### src/rtl/arm_pkg.sv
// Shared constants and elaboration helpers for the approximate recursive multiplier.
package arm_pkg;

   // Width of one multiplier core operand (a radix-16 digit).
   localparam int CORE_W = 4;

   // Number of 4-bit digits per operand.
   function automatic int k_of(input int width);
      return width / CORE_W;
   endfunction

   // Width of the approximation level field: enough to encode 0..2K-1.
   function automatic int lvl_w(input int width);
      return $clog2(2 * k_of(width));
   endfunction

   // All-ones pattern for a 2*width-bit product, used as the saturation value.
   function automatic logic [63:0] sat_pattern(input int width);
      return (64'd1 << (2 * width)) - 64'd1;
   endfunction

endpackage

### src/rtl/arm_core_4x4.sv
// 4x4 unsigned multiplier core: exact product, or the M1 compressor approximation.
module arm_core_4x4 (
   input  logic [3:0] a,
   input  logic [3:0] b,
   input  logic       approx,
   output logic [7:0] y
);

   logic [3:0][3:0] p;
   logic [1:0]      s1;
   logic [1:0]      s5;
   logic [1:0]      s6;
   logic            c2, c3, c4;
   logic            p20, g20, p21, g21, p30, g30, p31, g31;
   logic [7:0]      approx_y;
   logic [7:0]      exact_y;

   // Partial products, compressor network and final mode select.
   always_comb begin
      for (int i = 0; i < 4; i++) begin
         for (int j = 0; j < 4; j++) begin
            p[i][j] = a[i] & b[j];
         end
      end
      s1  = {1'b0, p[0][1]} + {1'b0, p[1][0]};
      p20 = p[2][0] | p[0][2];
      g20 = p[2][0] & p[0][2];
      p21 = p[2][1] | p[1][2];
      g21 = p[2][1] & p[1][2];
      p30 = p[3][0] | p[0][3];
      g30 = p[3][0] & p[0][3];
      p31 = p[3][1] | p[1][3];
      g31 = p[3][1] & p[1][3];
      c2  = g20 | s1[1];
      c3  = (c2 & (g30 | g21)) | (p21 & p30);
      c4  = g31 | (p[2][2] & c3);
      s5  = {1'b0, p[3][2]} + {1'b0, p[2][3]} + {1'b0, c4};
      s6  = {1'b0, p[3][3]} + {1'b0, s5[1]};
      approx_y[0] = p[0][0];
      approx_y[1] = s1[0];
      approx_y[2] = p20 | p[1][1];
      approx_y[3] = c2 | p21 | p30;
      approx_y[4] = p31 | g31 | p[2][2];
      approx_y[5] = s5[0];
      approx_y[6] = s6[0];
      approx_y[7] = s6[1];
      exact_y     = {4'b0000, a} * {4'b0000, b};
      if (approx) begin
         y = approx_y;
      end else begin
         y = exact_y;
      end
   end

endmodule

### src/rtl/approx_recursive_mult_pipe.sv
// Two-stage valid/ready recursive multiplier built from K*K 4x4 cores with a
// per-transaction significance threshold selecting approximate cores.
module approx_recursive_mult_pipe
   import arm_pkg::*;
#(
   parameter  int WIDTH = 8,
   parameter  int TAG_W = 4,
   localparam int LVL_W = lvl_w(WIDTH)
) (
   input  logic               clk,
   input  logic               rst,
   input  logic               in_valid,
   output logic               in_ready,
   input  logic [WIDTH-1:0]   in_a,
   input  logic [WIDTH-1:0]   in_b,
   input  logic [LVL_W-1:0]   in_level,
   input  logic [TAG_W-1:0]   in_tag,
   output logic               out_valid,
   input  logic               out_ready,
   output logic [2*WIDTH-1:0] out_y,
   output logic [TAG_W-1:0]   out_tag,
   output logic               out_sat
);

   localparam int K     = k_of(WIDTH);
   localparam int NC    = K * K;
   localparam int PW    = 2 * WIDTH;
   localparam int SUM_W = PW + 1;
   localparam logic [63:0] SAT_FULL = sat_pattern(WIDTH);
   localparam logic [PW-1:0] SAT_Y  = SAT_FULL[PW-1:0];

   if (!(WIDTH == 8 || WIDTH == 16)) begin : g_bad_width
      $error("approx_recursive_mult_pipe: WIDTH must be 8 or 16");
   end

   logic [7:0]       core_y [NC];
   logic [7:0]       s1_prod_r [NC];
   logic [TAG_W-1:0] s1_tag_r;
   logic             s1_valid_r;
   logic             en1_s, en2_s, accept_s;
   logic [SUM_W-1:0] sum_s;
   logic [PW-1:0]    y_s;
   logic             sat_s;

   // Core array; core (i,j) is approximate when its digit significance is below the level.
   for (genvar i = 0; i < K; i++) begin : g_row
      for (genvar j = 0; j < K; j++) begin : g_col
         logic apx;
         assign apx = ({1'b0, in_level} > (LVL_W + 1)'(i + j));
         arm_core_4x4 u_core (
            .a      (in_a[CORE_W*i +: CORE_W]),
            .b      (in_b[CORE_W*j +: CORE_W]),
            .approx (apx),
            .y      (core_y[i*K + j])
         );
      end
   end

   assign en2_s    = !out_valid || out_ready;
   assign en1_s    = !s1_valid_r || en2_s;
   assign in_ready = en1_s;
   assign accept_s = in_valid && en1_s;

   // Shifted accumulation of the core products with overflow detection.
   always_comb begin
      sum_s = '0;
      for (int i = 0; i < K; i++) begin
         for (int j = 0; j < K; j++) begin
            sum_s = sum_s + (SUM_W'(s1_prod_r[i*K + j]) << (CORE_W * (i + j)));
         end
      end
      sat_s = sum_s[PW];
      if (sat_s) begin
         y_s = SAT_Y;
      end else begin
         y_s = sum_s[PW-1:0];
      end
   end

   // Stage 1: capture the core products and tag of each accepted beat.
   always_ff @(posedge clk) begin
      if (rst) begin
         s1_valid_r <= 1'b0;
         s1_tag_r   <= '0;
         for (int c = 0; c < NC; c++) begin
            s1_prod_r[c] <= 8'h00;
         end
      end else if (en1_s) begin
         s1_valid_r <= in_valid;
         if (in_valid) begin
            s1_tag_r <= in_tag;
            for (int c = 0; c < NC; c++) begin
               s1_prod_r[c] <= core_y[c];
            end
         end
      end
   end

   // Stage 2: register the summed result; held stable while the sink stalls.
   always_ff @(posedge clk) begin
      if (rst) begin
         out_valid <= 1'b0;
         out_y     <= '0;
         out_tag   <= '0;
         out_sat   <= 1'b0;
      end else if (en2_s) begin
         out_valid <= s1_valid_r;
         if (s1_valid_r) begin
            out_y   <= y_s;
            out_tag <= s1_tag_r;
            out_sat <= sat_s;
         end
      end
   end

endmodule
### config.mk
export PLATFORM = sky130hd
export DESIGN_NAME = approx_recursive_mult_pipe
export DESIGN_NICKNAME = d
export VERILOG_FILES = /design/src/rtl/arm_pkg.sv /design/src/rtl/arm_core_4x4.sv /design/src/rtl/approx_recursive_mult_pipe.sv
export SDC_FILE = /design/constraint.sdc
export NUM_CORES = 1
export LEC_CHECK = 0
export ABC_CLOCK_PERIOD_IN_PS = 3500
export BUFFER_PORTS_ARGS = -buffer_cell sky130_fd_sc_hd__buf_2
export CORE_UTILIZATION = 63
export CTS_BUF_LIST = sky130_fd_sc_hd__clkbuf_4 sky130_fd_sc_hd__clkbuf_8
export DETAILED_ROUTE_END_ITERATION = 8
export PLACE_DENSITY = 0.8
export RECOVER_POWER = 50
export SLEW_MARGIN = 25
export SYNTH_ARGS = -nofsm -noshare
export SYNTH_HDL_FRONTEND = slang
export SYNTH_HIERARCHICAL = 1
export SYNTH_SLANG_ARGS = --single-unit
### constraint.sdc
create_clock -name clk -period 3.5 [get_ports clk]
set_input_delay 0.525 -clock clk [delete_from_list [all_inputs] [get_ports clk]]
set_output_delay 0.525 -clock clk [all_outputs]
set_load 0.005 [all_outputs]
Word-level counts from Yosys, hierarchy flattened
Memory sizes are Yosys's and may differ from the RTL's. Index checks and enable logic that the tools add are counted.

Reduce and logical (&&, ||, !) cells: 6. $lt $le $gt $ge: 3. Multiplexer cells: 15. Bitwise operators: 148. Multiply operators: 4. $add $sub $neg: 19.

Operators by type and width (count): bitwise AND 1 bit (92); 2-to-1 mux 8 bit (8); OR 1 bit (56); multiplier 4 x 4 -> 8 bit (4); adder 1 x 1 -> 2 bit (12); adder 14 x 16 -> 17 bit (1); 2-to-1 mux 16 bit (1); adder 13 x 12 -> 14 bit (1); adder 8 x 12 -> 13 bit (1); adder 2 x 1 -> 2 bit (4); 2-to-1 mux 1 bit (6); > comparator 2 x 1 -> 1 bit (second input constant) (2); AND reduction 2 bit (2); > comparator 2 bit (second input constant) (1); zero test 1 bit (2); logical OR 1 bit (2).

Bits in writable memories: 32. Register bits after elaboration: 27. Word-level logic and storage cells: 202. Output and inout port bits: 23. Memories kept: 1.

Memories: s1_prod_r (depth 4, bits a word 8, read ports 4, clocked after memory_dff 0, write ports 4, line approx_recursive_mult_pipe.sv:37) `logic [7:0] s1_prod_r [NC];`.

Logic depth before layout (Yosys ltp)
Depth after elaboration: 11. Gate-level depth with buffers: 11. Depth with buffers taken out: 11.

Hierarchy
Netlist, hierarchy kept.

Modules (own cells, without submodules): approx_recursive_mult_pipe (area an instance 2882.8 um2, cells an instance 250, seq. area each 1501.4 um2, times used 1); arm_core_4x4 (area an instance 641.9 um2, cells an instance 81, seq. area each 0.0 um2, times used 4).

Worst setup path before layout
No wires, ideal clock.

Kind: input -> register. Start: input in_a[4]. End: memory s1_prod_r[3][3] (data pin). Cell stages on the path: 8. Slack: 0.620 ns. Setup time: 0.255 ns. Path buffers: 0. Arrival: 2.625 ns. Cell sequence: nand2_1 > fa_1 > inv_1 > fa_1 > fa_1 > or2_2 > o31a_1 > and2_1.

RTL lines: start, declared (line approx_recursive_mult_pipe.sv:14) `input logic [WIDTH-1:0] in_a,`; end, declared (line approx_recursive_mult_pipe.sv:37).

==> impl_results.md <==
- Status: completed
- Synth cell types: 58
- Worst r2r dst: out_y[13]
- Ports: 49
- PostCTS Resize Cnt: 0
- TritonRoute pass-1 iters: 5
- Post-synthesis cell count: 574
- Cell count after placement: between 700 and 800
- Required @ worst endpoint: about 3.6 ns
- Final worst path period share: 0.828
- Met1 Use GR: 0.364
- Switching pwr: 0.745 mW
- FF-to-FF path depth: 9
- Leak Pwr: 2.69 nW
- TritonCTS buffer count: 9
- First-pass GRT wire length: 19800 microns
- Die Span Y: 95.0 microns
- Std-Cell Core Area: 8300 sq um
- Final Power: 2.33 mW
- Clock sink count: 59
- Root Buffer: clkbuf_8
- Seq/Total Area, Yosys: 0.275
- Internal: 1.58 mW
- Final WL: roughly 12000 microns
- Ant. Diodes: 0
- Input/output buffers: 48
- Cts hold-fix bufs: 0
- DRC viols: 0
- Slew margin rel.: 0.0118
- Seq. cell area: 1500 sq um
- Share of power burned in registers: 0.354
- Via-per-instance ratio: about 6.1
- Die Wd: 95.0 microns
- #FFs+latches synth: 59
- Clk buf depth: 2
- Worst setup EP type: flip-flop
- PD cells: 388 nW/um^2
- Power share of the combinational group: 0.318
- CTS tree: done
- Placed cell areas: 5780 sq um
- HPWL after detailed placement: 9070 microns
- DR vias: 4465
- M3 GR Usage: 0.0311
- Post-synth EDFFs: 32
- Worst setup SP type: input pin
- Starting Density: 0.657
- GP Congestion: 0.913
- Max-slew violations: 0
- Drt initial violations: 182
- Crit Path Class: in2reg
- Max-cap violations: 0
- Hold crit path type: in2reg
- Skew final: 0.0109 ns
- FFs w/ async S/R, synth: 0
- Final Hold Viols: 0
- R2R Setup Slk: 0.76 ns
- Average wire per standard cell: roughly 16 microns
- Die area: around 9000 sq um
- Post-CTS setup buffers: 0
- Routed Antenna Nets: 0
- Worst Min Path Start: in_tag[3]
- Reg2reg start: s1_prod_r[1][1]
- Total Routing Usage GR: 0.284
- RSZ-0062 raised after global routing: false
- Area Growth Syn to Fin: 10.1%
- Layout cells sized above 1: 0.133
- Max VDD drop: between 150 and 200 uV
- Critical path peak fanout: 14
- GR Util met2: 0.503
- Post-synthesis instance area: about 5500 sq um
- Vias in the first global route: 4263
- Largest net degree at the start of global routing: 37
- Area taken by multi-input logic gates: 3730 sq um
- H-tree lvl count: 3
- Worst-Margin Slew: 1.48 ns
- Layout Cells excl Fill: about 730
- Endpoints failing setup: 0
- Setup TNS Final: 0 ns
- Switch share: 0.321
- Final net count: approximately 740
- Hold EP: s1_tag_r[3]
- Post-Syn Area per Cell: 9.50 sq um
- Clock share of power: 0.327
- Crit path time final: around 2.9 ns
- Total grt overflow: 0
- Clock latency on the worst-skew pair: 0.35 ns
- Hold Crit Depth: 2
- Global route hottest layer: met2
- Initial antenna violation count: 0
- Synth Flop Type: edfxtp_1
- FILL cells: approximately 650
- Critical path arrival: 3.00 ns
- Synth warn: 6
- Syn_nets: 689
- CTS clock-pin slew for the worst setup and hold paths: 0.07 ns
- Row count: 33
- F_max: 345 MHz
- Design area: 6000 sq um
## metal layers
metal / share of wire / wire length, microns
met5: 0 / 0
met1: 0.45 / 5280
met3: 0.037 / 442
met4: 0.011 / 135
met2: 0.51 / 5990
## power by group through the flow
stage          registers [mW]  clock network (mW)  logic [mW]
2_1_floorplan           0.832                   0       0.546
3_3_place_gp            0.837                   0       0.703
3_5_place_dp            0.838                   0       0.731
4_1_cts                 0.824               0.767       0.742
5_1_grt                 0.831               0.801       0.834
6_report                0.824               0.761       0.741
## stage by stage
stage	setup slack [ns]	hold slack (ns)	util
5_1_grt	0.423	0.392	0.723
3_3_place_gp	0.287	0.440	0.697
3_5_place_dp	0.245	0.447	0.697
2_1_floorplan	0.620	0.432	-
6_report	0.602	0.390	0.723
4_1_cts	0.611	0.389	0.726
## sequential cells by signal, indices dropped and copies added, names as in the netlist
signal,flops
out_sat,1
out_tag,4
out_valid,1
out_y,16
s1_prod_r,32
s1_tag_r,4
s1_valid_r,1
## worst max-delay path, stage by stage
cell     delay (ns)
buf_2          0.23
nand2_1        0.13
fa_1           0.54
inv_1          0.05
fa_1           0.53
fa_1           0.47
a21oi_1        0.19
or4_1          0.12
nand3_1        0.07
and2_1         0.14
## Yosys cell counts (5+ instances only)
master,n,share of area
or2_2,5,0.0057
ha_1,60,0.14
fa_1,29,0.11
inv_1,31,0.021
o32a_1,8,0.015
a21oi_1,32,0.029
a211oi_2,9,0.021
dfxtp_1,27,0.099
clkbuf_1,10,0.0069
o31a_1,8,0.013
xor2_1,9,0.014
nand3_1,11,0.010
nor3b_1,17,0.023
a22oi_1,9,0.012
edfxtp_1,32,0.18
nor3_1,20,0.018
and2_1,82,0.094
nor2_1,24,0.017
o22ai_1,5,0.0057
nand2_1,38,0.026
nand2b_1,9,0.010
nand4_1,6,0.0069
or4_1,9,0.012
o21ai_0,19,0.017
buf_2,6,0.0055
## cell usage in the layout (no fill, tap or decap), types with 11 or more instances in the layout
cell / count
inv_1: 31
and2_1: 76
clkbuf_1: 15
dfxtp_1: 27
edfxtp_1: 32
o21ai_0: 19
ha_1: 60
buf_2: 33
a21oi_1: 32
nor2_1: 24
fa_1: 29
nand3_1: 11
nor3_1: 20
nand2_1: 38
nor3b_1: 17
## how the worst max path moves through the flow
stage                        from         endpoint  depth (start not counted)
after floorplan           in_a[4]  s1_prod_r[3][3]                          8
after global placement    in_a[4]  s1_prod_r[2][7]                         10
after detailed placement  in_a[4]  s1_prod_r[2][7]                         10
after CTS                 in_a[4]  s1_prod_r[3][7]                         10
after global routing      in_b[3]  s1_prod_r[0][7]                         10
final                     in_a[4]  s1_prod_r[3][6]                         10
## cell type report
cell class | instances | share of cell area
flip-flops and latches | 59 | 0.250
inverters | 35 | 0.0219
clock buffers | 9 | 0.0207
repair buffers | 54 | 0.0434
multi-input cells | 462 | 0.623
well taps | 105 | 0.0219
clock inverters | 7 | 0.0192
## cells by family after synthesis
logic type,Yosys count,share of synthesized area
flops,59,0.275
xor+xnor,10,0.0161
buf+inv,53,0.0393
fa+ha+maj,89,0.244
compound gates,126,0.177
simple gates,237,0.248
No activity file was read; power rests on OpenSTA's default activity.
